==> config.mk <==
export PLATFORM = sky130hd
export DESIGN_NAME = keypad_matrix_scanner
export DESIGN_NICKNAME = d
export VERILOG_FILES = /design/src/rtl/keypad_matrix_scanner.sv
export SDC_FILE = /design/constraint.sdc
export NUM_CORES = 1
export LEC_CHECK = 0
export BUFFER_PORTS_ARGS = -buffer_cell sky130_fd_sc_hd__buf_2
export CAP_MARGIN = 30
export CORE_ASPECT_RATIO = 0.8
export CORE_MARGIN = 4
export CORE_UTILIZATION = 54
export DETAILED_ROUTE_END_ITERATION = 8
export PLACE_DENSITY = 0.85
export SKIP_CTS_REPAIR_TIMING = 1
export SLEW_MARGIN = 20
export SYNTH_ARGS = -nofsm -noshare
export SYNTH_HDL_FRONTEND = slang
export SYNTH_SLANG_ARGS = --single-unit
==> constraint.sdc <==
create_clock -name clk -period 3.4 [get_ports clk]
set_input_delay 0.68 -clock clk [delete_from_list [all_inputs] [get_ports clk]]
set_output_delay 0.68 -clock clk [all_outputs]
set_load 0.05 [all_outputs]
==> src/rtl/keypad_matrix_scanner.sv <==
// 4x3 keypad scanner: strobes rows one-hot, samples columns once per row period,
// debounces whole-frame results and reports one event per accepted press.
module keypad_matrix_scanner #(
    parameter int SCAN_DIV        = 1000000,
    parameter int DEBOUNCE_FRAMES = 3
) (
    input  logic       clk,
    input  logic       init,
    output logic [3:0] row,
    input  logic [2:0] col,
    output logic [3:0] key_code,
    output logic       key_valid,
    output logic       key_held,
    output logic       multi_key
);

    localparam int              DIV_W     = $clog2(SCAN_DIV);
    localparam logic [DIV_W-1:0] DIV_LAST = DIV_W'(SCAN_DIV - 1);
    localparam logic [3:0]      DEB_MAX   = 4'(DEBOUNCE_FRAMES);
    localparam logic [3:0]      CODE_NONE = 4'hF;

    typedef enum logic [1:0] {CAND_NONE, CAND_KEY, CAND_MULTI} cand_t;
    typedef enum logic [1:0] {ST_IDLE, ST_PRESSED, ST_MULTI} state_t;

    logic [DIV_W-1:0] div_reg;
    logic [1:0]       row_idx_reg;
    logic [3:0]       row_reg;
    logic [1:0]       acc_hits_reg;
    logic [3:0]       acc_code_reg;
    cand_t            prev_cand_reg;
    logic [3:0]       prev_code_reg;
    logic [3:0]       stable_reg;
    state_t           state_reg;
    logic [3:0]       key_code_reg;
    logic             key_valid_reg;
    logic             key_held_reg;
    logic             multi_key_reg;

    // Code of the lowest-numbered active column for each row.
    logic [3:0] row_code_lut [4];
    genvar gi;
    generate
        for (gi = 0; gi < 4; gi++) begin : g_row_map
            if (gi < 3) begin : g_digit
                assign row_code_lut[gi] = col[0] ? 4'(3 * gi + 1) :
                                          col[1] ? 4'(3 * gi + 2) : 4'(3 * gi + 3);
            end else begin : g_symbol
                assign row_code_lut[gi] = col[0] ? 4'd10 : col[1] ? 4'd0 : 4'd11;
            end
        end
    endgenerate

    logic       term;
    logic       frame_end;
    logic       row_multi;
    logic [1:0] row_hits;
    logic [2:0] hit_sum;
    logic [1:0] tot_hits;
    logic [3:0] frame_code;
    cand_t      cand_kind;
    logic [3:0] cand_code;
    logic [3:0] stable_next;

    always_comb begin
        term       = (div_reg == DIV_LAST);
        frame_end  = term && (row_idx_reg == 2'd3);
        row_multi  = (col[0] & col[1]) | (col[0] & col[2]) | (col[1] & col[2]);
        row_hits   = row_multi ? 2'd2 : ((|col) ? 2'd1 : 2'd0);
        hit_sum    = {1'b0, acc_hits_reg} + {1'b0, row_hits};
        tot_hits   = (hit_sum >= 3'd2) ? 2'd2 : hit_sum[1:0];
        frame_code = (acc_hits_reg == 2'd0) ? row_code_lut[row_idx_reg] : acc_code_reg;
        cand_kind  = (tot_hits == 2'd0) ? CAND_NONE :
                     (tot_hits == 2'd1) ? CAND_KEY  : CAND_MULTI;
        cand_code  = (cand_kind == CAND_KEY) ? frame_code : CODE_NONE;
        if (cand_kind == prev_cand_reg && cand_code == prev_code_reg) begin
            stable_next = (stable_reg == DEB_MAX) ? DEB_MAX : stable_reg + 4'd1;
        end else begin
            stable_next = 4'd1;
        end
    end

    always_ff @(posedge clk) begin
        if (init) begin
            div_reg       <= '0;
            row_idx_reg   <= 2'd0;
            row_reg       <= 4'b0001;
            acc_hits_reg  <= 2'd0;
            acc_code_reg  <= CODE_NONE;
            prev_cand_reg <= CAND_NONE;
            prev_code_reg <= CODE_NONE;
            stable_reg    <= 4'd0;
            state_reg     <= ST_IDLE;
            key_code_reg  <= CODE_NONE;
            key_valid_reg <= 1'b0;
            key_held_reg  <= 1'b0;
            multi_key_reg <= 1'b0;
        end else begin
            key_valid_reg <= 1'b0;
            if (term) begin
                div_reg     <= '0;
                row_idx_reg <= row_idx_reg + 2'd1;
                row_reg     <= {row_reg[2:0], row_reg[3]};
            end else begin
                div_reg <= div_reg + 1'b1;
            end

            if (frame_end) begin
                acc_hits_reg  <= 2'd0;
                acc_code_reg  <= CODE_NONE;
                prev_cand_reg <= cand_kind;
                prev_code_reg <= cand_code;
                stable_reg    <= stable_next;
                // Decisions use this frame's stability so the event lands one cycle after frame end.
                if (stable_next == DEB_MAX) begin
                    case (state_reg)
                        ST_IDLE: begin
                            if (cand_kind == CAND_KEY) begin
                                state_reg     <= ST_PRESSED;
                                key_code_reg  <= cand_code;
                                key_held_reg  <= 1'b1;
                                key_valid_reg <= 1'b1;
                            end else if (cand_kind == CAND_MULTI) begin
                                state_reg     <= ST_MULTI;
                                multi_key_reg <= 1'b1;
                            end
                        end
                        ST_PRESSED: begin
                            if (cand_kind == CAND_NONE) begin
                                state_reg    <= ST_IDLE;
                                key_held_reg <= 1'b0;
                                key_code_reg <= CODE_NONE;
                            end else if (cand_kind == CAND_MULTI) begin
                                state_reg     <= ST_MULTI;
                                key_held_reg  <= 1'b0;
                                key_code_reg  <= CODE_NONE;
                                multi_key_reg <= 1'b1;
                            end
                        end
                        ST_MULTI: begin
                            if (cand_kind == CAND_NONE) begin
                                state_reg     <= ST_IDLE;
                                multi_key_reg <= 1'b0;
                            end
                        end
                        default: state_reg <= ST_IDLE;
                    endcase
                end
            end else if (term) begin
                acc_hits_reg <= tot_hits;
                acc_code_reg <= frame_code;
            end
        end
    end

    assign row       = row_reg;
    assign key_code  = key_code_reg;
    assign key_valid = key_valid_reg;
    assign key_held  = key_held_reg;
    assign multi_key = multi_key_reg;

endmodule

# Word-level counts from Yosys, hierarchy flattened
# Cells that the tools add are included.
dict set report word_totals {
  register_bits 51
  latch_bits 0
  mem_bits_rw 0
  mem_bits_ro 0
  in_bits 5
  out_inout_bits 11
  elab_cells 98
  mem_count 0
}
dict set report classes {
  addsub 4
  multipliers 0
  n_div 0
  order_cmp 2
  eq_ne 16
  n_shift 0
  mux 39
  bitwise 9
  reduce_logical 15
}
# cell count
set op_table {}
lappend op_table {{$mux 4} 12}
lappend op_table {{$mux 2} 11}
lappend op_table {{$add 20x1->20 const B} 1}
lappend op_table {{$eq 20x20->1 const B} 1}
lappend op_table {{$mux 1} 11}
lappend op_table {{$bmux 4 s2} 1}
lappend op_table {{$eq 4x2->1 const B} 2}
lappend op_table {{$logic_not 2->1} 4}
lappend op_table {{$ne 2x2->1 const B} 4}
lappend op_table {{$pmux 4 s2} 1}
lappend op_table {{$eq 2x1->1 const B} 3}
lappend op_table {{$eq 2x2->1 const B} 3}
lappend op_table {{$pmux 2 s3} 1}
lappend op_table {{$reduce_and 6->1} 1}
lappend op_table {{$reduce_and 5->1} 1}
lappend op_table {{$add 4x1->4 const B} 1}
lappend op_table {{$eq 4x4->1} 1}
lappend op_table {{$reduce_or 2->1} 2}
lappend op_table {{$reduce_or 4->1} 1}
lappend op_table {{$add 2x2->3} 1}
lappend op_table {{$and 1x1->1} 3}
lappend op_table {{$ge 3x2->1 const B} 1}
lappend op_table {{$ge 3x3->1 const B} 1}
lappend op_table {{$ne 3x3->1 const B} 1}
lappend op_table {{other kinds (12)} 16}

# Depth between registers and ports, before layout
# Gate-level depths: netlist of the first run.
dict set report depth {
  depth_word 18
  mapped_depth 14
  mapped_depth_nobuf 13
}

# Worst setup path after synthesis of the first run
# No wires, ideal clock.
dict set report synth_path {
  path_type {in2reg}
  startpoint {input port col[0]}
  endpoint {register multi_key_reg (netlist: multi_key)}
  setup_ps 86
  arrival_time_ps 3277
  t_required_ps 3314
  slack_ps 37
  stages 13
  n_path_buf 1
  path_cell_list {buf_6 -> o21a_1 -> nor2_1 -> ha_1 -> inv_1 -> fa_1 -> nand2_1 -> nor4b_1 -> mux2i_1 -> and3_1 -> nor4_4 -> a31oi_1 -> a211oi_1}
}
dict set report synth_between {
  elab_chain_cells 17
  elab_cells_between_ends 39
  cone_classes {add/sub (1); order compare (1); eq/ne (9); mux (19); bitwise (4); reduce/logical (5)}
}
# element line_no
set synth_rtl {}
lappend synth_rtl {{start, declared} 10} ;# input logic [2:0] col,
lappend synth_rtl {{$and 1x1->1} 67} ;# row_multi = (col[0] & col[1]) | (col[0] & col[2]) | (col[1] & col[2]);
lappend synth_rtl {{$or 1x1->1 (2 in series)} 67}
lappend synth_rtl {{$mux 2} 68} ;# row_hits = row_multi ? 2'd2 : ((|col) ? 2'd1 : 2'd0);
lappend synth_rtl {{$add 2x2->3} 69} ;# hit_sum = {1'b0, acc_hits_reg} + {1'b0, row_hits};
lappend synth_rtl {{$ge 3x2->1} 70} ;# tot_hits = (hit_sum >= 3'd2) ? 2'd2 : hit_sum[1:0];
lappend synth_rtl {{$mux 2} 70}
lappend synth_rtl {{$eq 2x1->1} 73} ;# (tot_hits == 2'd1) ? CAND_KEY : CAND_MULTI;
lappend synth_rtl {{$mux 2} 73}
lappend synth_rtl {{$mux 2} 72} ;# cand_kind = (tot_hits == 2'd0) ? CAND_NONE :
lappend synth_rtl {{$eq 2x1->1} {74, 117}}
lappend synth_rtl {{$mux 4} 74} ;# cand_code = (cand_kind == CAND_KEY) ? frame_code : CODE_NONE;
lappend synth_rtl {{$eq 4x4->1} 75} ;# if (cand_kind == prev_cand_reg && cand_code == prev_code_reg) begin
lappend synth_rtl {{$logic_and 1x1->1} 75}
lappend synth_rtl {{$mux 4} 75}
lappend synth_rtl {{$eq 4x2->1} 114} ;# if (stable_next == DEB_MAX) begin
lappend synth_rtl {{$reduce_and 6->1 (no line)} n/a}
lappend synth_rtl {{end signal, assigned} 96} ;# multi_key_reg <= 1'b0;
lappend synth_rtl {{end signal, assigned} 124} ;# multi_key_reg <= 1'b1;
lappend synth_rtl {{end signal, assigned} 136} ;# multi_key_reg <= 1'b1;
lappend synth_rtl {{end, declared} 37} ;# logic multi_key_reg;
# Parallel ways exist; a longest one is shown, timed or not. The select of a mux whose other input is x is not followed.
# A chain may end at the register's enable or synchronous reset.

# Worst setup path in the final report of the first run
dict set report layout_path {
  startpoint {input port col[0]}
  endpoint {register key_held_reg (netlist: key_held)}
}
dict set report layout_between {
  elab_chain_cells 17
  elab_cells_between_ends 36
  cone_classes {add/sub (1); order compare (1); eq/ne (8); mux (17); bitwise (4); reduce/logical (5)}
}
# element line_no
set layout_rtl {}
lappend layout_rtl {{$and 1x1->1} 67}
lappend layout_rtl {{$or 1x1->1 (2 in series)} 67}
lappend layout_rtl {{$mux 2} 68}
lappend layout_rtl {{$add 2x2->3} 69}
lappend layout_rtl {{$ge 3x2->1} 70}
lappend layout_rtl {{$mux 2} 70}
lappend layout_rtl {{$eq 2x1->1} 73}
lappend layout_rtl {{$mux 2} 73}
lappend layout_rtl {{$mux 2} 72}
lappend layout_rtl {{$eq 2x1->1} {74, 117}}
lappend layout_rtl {{$mux 4} 74}
lappend layout_rtl {{$eq 4x4->1} 75}
lappend layout_rtl {{$logic_and 1x1->1} 75}
lappend layout_rtl {{$mux 4} 75}
lappend layout_rtl {{$eq 4x2->1} 114}
lappend layout_rtl {{$reduce_and 5->1 (no line)} n/a}
lappend layout_rtl {{end signal, assigned} 95} ;# key_held_reg <= 1'b0;
lappend layout_rtl {{end signal, assigned} 120} ;# key_held_reg <= 1'b1;
lappend layout_rtl {{end signal, assigned} 130} ;# key_held_reg <= 1'b0;
lappend layout_rtl {{end, declared} 36} ;# logic key_held_reg;
# Parallel ways exist; a longest one is shown, timed or not. The select of a mux whose other input is x is not followed.

==> run_results.csv, run 1 <==
group,metric,value,unit
route,wl_per_cell,13.8,um
synth,yosysMostFrequentCell,"nor2_1",
clocking,h-tree-depth,2,
worst_setup_path,crit_start,"col[0]",
synth,synthMuxAreaShare,1.10,%
route,ant_nets,0,
floorplanning,start_util,57.8,%
floorplanning,fp.dieW,87.6,um
sta,finalCriticalPeriod,3.20,ns
clocking,clock_sinks,51,
worst_setup_path,endpoint,"key_held",
final_layout,syn_to_final_growth,9.65,%
worst_setup_path,path_max_fanout,5,
floorplanning,core,0.00473,sq mm
route,vias,2316,
sta,period_share,94.1,%
synth,synth_compound_area_share,16.2,%
place,globalplace.congestion,0.843,
worst_setup_path,reg2reg_to,"key_held",
global_routing,grtUsageTotal,19.5,%
clocking,root_buffer,"clkbuf_8",
final_layout,largest_register_ffs,20,
synth,synth_xor_area_share,7.00,%
sta,rsz0062_at_grt,"false",
sta,whs,0.475,ns
sta,setup_slack,0.202,ns
synth,synth_cells,319,
hold_path,worstHoldStart,"row[3]",
synth,synth_commonest_cells,"nor2_1 (55), dfxtp_1 (51), nand2_1 (30)",
final_layout,fill_cells,396,
sta,fin_tns_setup,0,ns
synth,synth.area.top_cells,"dfxtp_1 (37%), nor2_1 (7.5%), nand2_1 (4.1%)",
clocking,clock_latency,0.31,ns
worst_setup_path,critical_path_class,"in -> reg",
worst_setup_path,rr_startpoint,"acc_hits_reg[0]",
worst_setup_path,required,3.58,ns
worst_setup_path,r2r_setup_slack,0.40,ns
clocking,cts_tree,"built",
final_layout,drive_above_1_share,15.9,%
final_layout,nets,349,
sta,fmax,313,MHz
place,hpwl,4010,um
worst_setup_path,start_kind,"input port",
sta,hold_viol,0,
sta,drv_slew,0,
synth,synth_cell_types,59,
route,wl,5530,um
clocking,cts_buffers,5,
sta,worst_pin_slew,0.732,ns
run_status,outcome,"completed",
route,drt-vias-per-instance,5.79,
synth,yosys.area_share.simple,32.3,%
place,port_buffers,15,
hold_path,hp-class,"reg -> reg",
clocking,clk_pin_slew,0.09,ns
route,drt_iter0_drc,192,
global_routing,grt_pass1_wl,9770,um
global_routing,antenna_found_initial,0,
global_routing,grt_start_max_net_pins,33,
worst_setup_path,crit_path_end_kind,"flop",
final_layout,diodes,0,
power,vdd_ir_drop_max,246,uV
sta,finalSetupViolCount,0,
power,power.density,345,mW/mm^2
sta,max_slew_margin,51.2,%
global_routing,grt_pass1_vias,2078,
synth,synth_edf_count,0,
route,remaining_drc_errors,0,
flow_run,maxCapViolCount,0,
synth,ys_seq_area_share,37.3,%
route,drtPass1Iterations,5,
synth,synth_top_cell_area_share,37.3,%
place,pre_cts_ws,-0.186,ns
worst_setup_path,arrival,3.37,ns
global_routing,grt.overflow.total,0,
synth,synthAdderAreaFrac,2.56,%
floorplanning,die_y,71.7,um
synth,syn_nets,329,
floorplanning,rows,22,
synth,ys_warn_count,0,
synth,synth_top_family_by_area,"simple AND/OR/NAND/NOR gates",
synth,synth_ff_type,"dfxtp_1",
sta,finClkSkew,0.0109,ns
synth,ys_ff_latch,51,
floorplanning,die_area,0.00627,sq mm
worst_setup_path,r2r_cells,10,
synth,async_flop_share,0,%
clocking,clockBufferDepth,2,
power,power_leakage,1.08,nW
synth,syn-cell-area,0.00274,sq mm
floorplanning,ios,16,
synth,syn_area_per_cell,8.57,sq um
synth,yosys.area.top_type,"dfxtp_1",
[metrics by stage]
stage	instance area [sq um]	std cells	utilization, %	total power, mW
finish	3000	400	63.3	1.03
global route	3000	400	63.3	1.08
detailed placement	2900	392	61.3	0.699
global placement	2900	392	61.3	0.696
floorplan	2740	319	-	0.673
CTS	2990	400	63.1	1.04
[power breakdown]
part	total (mW)	switching, mW	internal, mW
Combinational	0.0845	0.0512	0.0333
Clock	0.347	0.203	0.144
Sequential	0.603	0.00336	0.600
Total	1.03	0.257	0.777
[critical path: stages]
cell and delay [ns]:
buf_2 0.12, o21a_1 0.20, nor2_1 0.11, ha_1 0.15
inv_1 0.05, fa_1 0.53, nand2_1 0.14, nor4b_1 0.32
mux2i_1 0.12, and3_1 0.28, or3_1 0.44, mux2i_1 0.16
a21oi_1 0.07
[routing by layer]
layer / part of all wire (%) / track usage [%] / vias to the layer above
met5: 0 / 0 / -
met4: 1.3 / 6.47 / 0
met3: 6.1 / 4.48 / 5
met2: 43 / 27.7 / 62
met1: 49 / 28.8 / 1084
li1: - / - / 1165
[placed cells by master (no fill, tap or decap), types with 4 or more instances in the layout]
master,n
buf_4,11
xnor2_1,8
clkbuf_8,5
a21oi_1,16
ha_1,4
xor2_1,12
nand2b_1,8
and3_1,9
buf_2,15
inv_1,8
o21ai_0,5
a31oi_1,4
nand3b_1,4
o21bai_1,6
nor4_1,5
a211o_1,5
nand2_1,30
dfxtp_1,51
nor2_1,55
nor3_1,7
nor2b_1,4
nand3_1,14
[worst min path at each step]
| stage | endpoint | slack [ns] | cells past startpoint |
|---|---|---|---|
| floorplan | acc_code_reg[3] | 0.44 | 1 |
| global placement | acc_code_reg[3] | 0.45 | 1 |
| detailed placement | acc_code_reg[3] | 0.46 | 1 |
| CTS | row[1] | 0.48 | 2 |
| global route | acc_code_reg[3] | 0.51 | 1 |
| finish | row[3] | 0.47 | 2 |
[layout make-up]
| class | instances | area (sq um) | area share, % |
|---|---|---|---|
| clock inverter | 2 | 12.5 | 0.417 |
| inverter | 8 | 30.0 | 1.00 |
| clock buffer | 6 | 72.6 | 2.42 |
| timing repair buffer | 26 | 158 | 5.26 |
| multi-input combinational | 247 | 1630 | 54.4 |
| tap | 60 | 75.1 | 2.50 |
| sequential | 51 | 1020 | 34.0 |
[cells by family (layout without fill, tap and decap cells)]
family | after synthesis | count (layout)
DFF | 51 | 51
AOI/OAI and AO/OA | 56 | 56
and+or+nand+nor | 162 | 162
adders and majority gates | 5 | 5
muxes | 3 | 3
buffers and inverters | 21 | 42
xor gates and xnor gates | 21 | 21
Power figures use the tool's default switching activity.
==> run 2, diff against run 1 <==
==> constraint.sdc (replaced) <==
create_clock -name clk -period 3.4 [get_ports clk]
set_input_delay 0.51 -clock clk [delete_from_list [all_inputs] [get_ports clk]]
set_output_delay 0.51 -clock clk [all_outputs]
set_load 0.05 [all_outputs]
==> run 2 against run 1 <==
  * Clock skew down 0.0059 ns
  * Critical path depth unchanged
  * Hold slack better by 0.00057 ns
  * Die area unchanged
  * Utilization down 0.16 points
  * Sequential share of layout area up 0.085 points
  * Cell count down 0.50%
  * Clock-buffer cell count up 1
  * Sequential power about the same
  * Largest cell class unchanged
  * Highest routed layer unchanged
==> run_results.csv, run 2 (synthesized netlist as in run 1, its figures left out) <==
group,metric,value,unit
run_status,outcome,"completed",
sta,period_share,90.2,%
place,pre_cts_ws,0.0212,ns
place,hpwl,3970,um
clocking,cts_tree,"built",
flow_run,maxCapViolCount,0,
floorplanning,die_area,0.00627,sq mm
worst_setup_path,rr_startpoint,"acc_hits_reg[0]",
place,placedCellCount,390,
worst_setup_path,cpMaxStageDelayCell,"fa_1",
sta,rsz0062_at_grt,"false",
floorplanning,start_util,57.8,%
floorplanning,ios,16,
worst_setup_path,r2r_cells,10,
hold_path,worstHoldStart,"row[2]",
hold_path,hold_depth,2,
final_layout,drive_above_1_share,15.4,%
worst_setup_path,path_max_fanout,5,
sta,worst_pin_slew,0.718,ns
worst_setup_path,start_kind,"input port",
place,port_buffers,15,
route,drtPass1Iterations,4,
final_layout,fill_cells,402,
global_routing,grt_pass1_vias,2091,
route,drt-vias-per-instance,5.80,
sta,max_slew_margin,52.1,%
sta,fin_tns_setup,0,ns
hold_path,min_to,"row[3]",
worst_setup_path,arrival,3.28,ns
route,ant_nets,0,
clocking,clk_pin_slew,0.09,ns
worst_setup_path,r2r_setup_slack,0.39,ns
sta,finClkSkew,0.00501,ns
worst_setup_path,crit_family,"simple AND/OR/NAND/NOR gates",
power,power_leakage,1.08,nW
floorplanning,fp.dieW,87.6,um
sta,hold_viol,0,
hold_path,hp-class,"reg -> reg",
final_layout,syn_to_final_growth,9.38,%
clocking,h-tree-depth,2,
sta,drv_slew,0,
final_layout,mostFrequentLayoutCell,"nor2_1",
route,vias,2308,
clocking,clock_latency,0.30,ns
sta,fmax,326,MHz
worst_setup_path,crit_buf_inv,2,
sta,finalSetupViolCount,0,
final_layout,fin_cells,398,
route,wl,5570,um
route,wl_per_cell,14.0,um
final_layout,final_cell_mix,"nor2_1 (55), dfxtp_1 (51), nand2_1 (30)",
sta,setup_slack,0.334,ns
worst_setup_path,required,3.62,ns
final_layout,diodes,0,
worst_setup_path,crit_path_end_kind,"flop",
worst_setup_path,reg2reg_to,"multi_key",
place,globalplace.congestion,0.861,
power,power,1.06,mW
worst_setup_path,cp_slowest_stage_delay,0.54,ns
global_routing,grt.overflow.total,0,
floorplanning,die_y,71.7,um
clocking,root_buffer,"clkbuf_8",
clocking,clockBufferDepth,2,
floorplanning,core,0.00473,sq mm
route,drt_iter0_drc,170,
final_layout,nets,347,
global_routing,antenna_found_initial,0,
global_routing,grtUsageTotal,18.8,%
worst_setup_path,path_cells,"buf_2, o21a_1, nor2_1, ha_1, inv_1, fa_1, nand2_1, nor4b_1, mux2i_1, and3_1, nor4_4, a31oi_1, a211oi_1",
global_routing,grt_pass1_wl,9470,um
final_layout,largest_register_ffs,20,
global_routing,grt_start_max_net_pins,33,
final_layout,multi_input_area,0.00162,sq mm
route,remaining_drc_errors,0,
floorplanning,rows,22,
power,vdd_ir_drop_max,182,uV
final_layout,ff_latch_area,0.00102,sq mm
clocking,cts_buffers,5,
worst_setup_path,critical_path_class,"in -> reg",
sta,finalCriticalPeriod,3.07,ns
clocking,clock_sinks,51,
power,power.density,355,mW/mm^2
==> run 2: metal layers <==
layer  vias to the layer above  track usage, %  part of all wire (%)
li1                       1158               -                     -
met1                      1074            25.8                    47
met2                        68            29.3                    45
met3                         8            3.56                   6.8
met4                         0            6.81                   1.5
met5                         -               0                     0
==> run 2: worst max-delay path by stage <==
| stage | from | end | depth (start not counted) |
|---|---|---|---|
| 2_1_floorplan | col[0] | multi_key | 13 |
| 3_3_place_gp | col[0] | state_reg[1] | 13 |
| 6_report | col[0] | multi_key | 13 |
| 4_1_cts | col[0] | state_reg[1] | 13 |
| 5_1_grt | col[0] | multi_key | 14 |
| 3_5_place_dp | col[0] | state_reg[1] | 13 |
==> run 2: tightest hold or removal path, cell delays in order, from the launching register on <==
cell	delay, ns
dfxtp_1	0.33
nand2_1	0.05
a21oi_1	0.05
==> run 2: report_power, final <==
part / internal, mW / switching (mW) / total, mW
registers: 0.600 / 0.00321 / 0.603
clock network: 0.185 / 0.195 / 0.380
logic: 0.0305 / 0.0490 / 0.0795
==> run 2: stage by stage <==
stage	util (%)	cell area, sq um	hold slack (ns)
floorplan	-	2740	0.436
global placement	61.0	2890	0.446
detailed placement	61.0	2890	0.459
CTS	63.2	2990	0.475
global route	63.2	2990	0.499
finish	63.2	2990	0.475
==> run 2: final cells by class <==
type                    count  area share [%]
clock inverters             1           0.251
flip-flops and latches     51            34.1
clock buffers               7            3.22
inverters                   8            1.00
repair buffers             24            4.77
well taps                  60            2.51
multi-input cells         247            54.1
==> run 3, diff against run 2 <==
--- a/config.mk
+++ b/config.mk
@@ -9,9 +9,11 @@
 export CAP_MARGIN = 30
 export CORE_ASPECT_RATIO = 0.8
 export CORE_MARGIN = 4
-export CORE_UTILIZATION = 54
+export CORE_UTILIZATION = 57
+export CTS_BUF_LIST = sky130_fd_sc_hd__clkbuf_8
 export DETAILED_ROUTE_END_ITERATION = 8
-export PLACE_DENSITY = 0.85
+export MAX_ROUTING_LAYER = met4
+export PLACE_DENSITY = 0.88
 export SKIP_CTS_REPAIR_TIMING = 1
 export SLEW_MARGIN = 20
 export SYNTH_ARGS = -nofsm -noshare
==> run 3 against run 2 <==
  * Largest power group unchanged
  * Critical path depth is the same
  * Hold slack got worse by 0.0012 ns
  * Critical path type unchanged
  * Combinational power fell by 2%
==> run_results.csv, run 3 (synthesized netlist as in run 1, its figures left out) <==
group,metric,value,unit
run_status,outcome,"completed",
hold_path,hp-class,"reg -> reg",
global_routing,grt_pass1_wl,9770,um
route,vias,2278,
power,p_sw,0.258,mW
global_routing,grt_start_max_net_pins,33,
clocking,h-tree-depth,2,
place,pre_cts_ws,-0.0440,ns
route,drtPass1Iterations,4,
sta,hold_viol,0,
route,ant_nets,0,
final_layout,final_cell_mix,"nor2_1 (55), dfxtp_1 (51), nand2_1 (30)",
floorplanning,die_y,70.0,um
sta,setup_slack,0.228,ns
power,power_leakage,1.07,nW
route,wl_per_cell,13.8,um
sta,drv_slew,0,
floorplanning,fp.dieW,85.4,um
route,wl,5490,um
power,power.internal,0.775,mW
floorplanning,die_area,0.00598,sq mm
sta,max_slew_margin,50.3,%
final_layout,mostFrequentLayoutCell,"nor2_1",
place,hpwl,4050,um
clocking,clock_latency,0.31,ns
power,p_sw_share,25.0,%
final_layout,syn_to_final_growth,8.51,%
final_layout,nets,346,
worst_setup_path,critical_path_class,"in -> reg",
final_layout,diodes,0,
sta,rsz0062_at_grt,"false",
route,drt-vias-per-instance,5.74,
worst_setup_path,arrival,3.38,ns
global_routing,antenna_found_initial,0,
clocking,root_buffer,"clkbuf_8",
sta,finalCriticalPeriod,3.17,ns
sta,fmax,315,MHz
final_layout,drive_above_1_share,15.1,%
clocking,clk_pin_slew,0.09,ns
power,power.density,348,mW/mm^2
place,globalplace.congestion,0.824,
worst_setup_path,path_max_fanout,5,
floorplanning,rows,22,
worst_setup_path,crit_family,"simple AND/OR/NAND/NOR gates",
worst_setup_path,cp_slowest_stage_delay,0.52,ns
sta,whs,0.474,ns
sta,worst_pin_slew,0.746,ns
clocking,clockBufferDepth,2,
floorplanning,core,0.00462,sq mm
power,combPwrFrac,7.5,%
floorplanning,start_util,59.1,%
sta,finalSetupViolCount,0,
floorplanning,ios,16,
power,power,1.03,mW
sta,period_share,93.3,%
route,remaining_drc_errors,0,
power,p_seq_share,58.4,%
power,pwr-share-clk,34.1,%
worst_setup_path,cpMaxStageDelayCell,"fa_1",
route,drt_iter0_drc,140,
global_routing,grt.overflow.total,0,
final_layout,largest_register_ffs,20,
place,port_buffers,15,
global_routing,grtUsageTotal,20.7,%
worst_setup_path,rr_startpoint,"acc_hits_reg[0]",
worst_setup_path,crit_buf_inv,2,
global_routing,grt_pass1_vias,2155,
worst_setup_path,start_kind,"input port",
worst_setup_path,crit_start,"col[0]",
clocking,clock_sinks,51,
sta,finClkSkew,0.00639,ns
worst_setup_path,crit_path_end_kind,"flop",
worst_setup_path,required,3.61,ns
worst_setup_path,path_cells,"buf_2, o21a_1, nor2_1, ha_1, inv_1, fa_1, nand2_1, nor4b_1, mux2i_1, and3_1, nor4_4, a21oi_1, a211oi_1",
hold_path,worstHoldStart,"row[2]",
power,vdd_ir_drop_max,367,uV
clocking,cts_buffers,5,
clocking,cts_tree,"built",
flow_run,maxCapViolCount,0,
[run 3: path summary, 6_finish.rpt]
path / depth (start not counted) / slack, ns / to
worst max-delay path: 13 / 0.23 / state_reg[1]
worst min register to register: 2 / 0.47 / row[2]
worst min-delay path: 2 / 0.47 / row[2]
worst max register to register: 10 / 0.33 / state_reg[1]
[run 3: final cells by class]
class	instances	area [sq um]
clock buffers	5	68.8
clock inverters	3	18.8
fillers	381	1660
inverters	8	30.0
multi-input cells	247	1620
flip-flops and latches	51	1020
well taps	60	75.1
repair buffers	23	135
[run 3: metrics by stage]
stage	util (%)	setup TNS [ns]	cell area, sq um	std cells
floorplan	-	0	2740	319
global placement	62.3	0	2880	389
detailed placement	62.3	-0.0760	2880	389
CTS	64.2	0	2970	397
global route	64.2	0	2970	397
finish	64.2	0	2970	397
[run 3: routing by layer]
layer  share of wire [%]  vias to the layer above  track usage [%]
met1                  46                     1056             26.7
met5                   0                        -                -
met2                  45                       67             31.7
met3                 7.3                        5             5.54
met4                 1.1                        0             6.15
li1                    -                     1150                -
[run 3: tightest hold or removal path, stage by stage (launching register included)]
cell and delay, ns:
dfxtp_1 0.33, nand2_1 0.06, a21oi_1 0.05
[run 3: power groups by stage]
stage | clock (mW) | sequential (mW) | combinational [mW]
floorplan | 0 | 0.616 | 0.0566
global placement | 0 | 0.617 | 0.0747
detailed placement | 0 | 0.617 | 0.0768
CTS | 0.360 | 0.603 | 0.0774
global route | 0.384 | 0.604 | 0.0850
finish | 0.352 | 0.603 | 0.0778
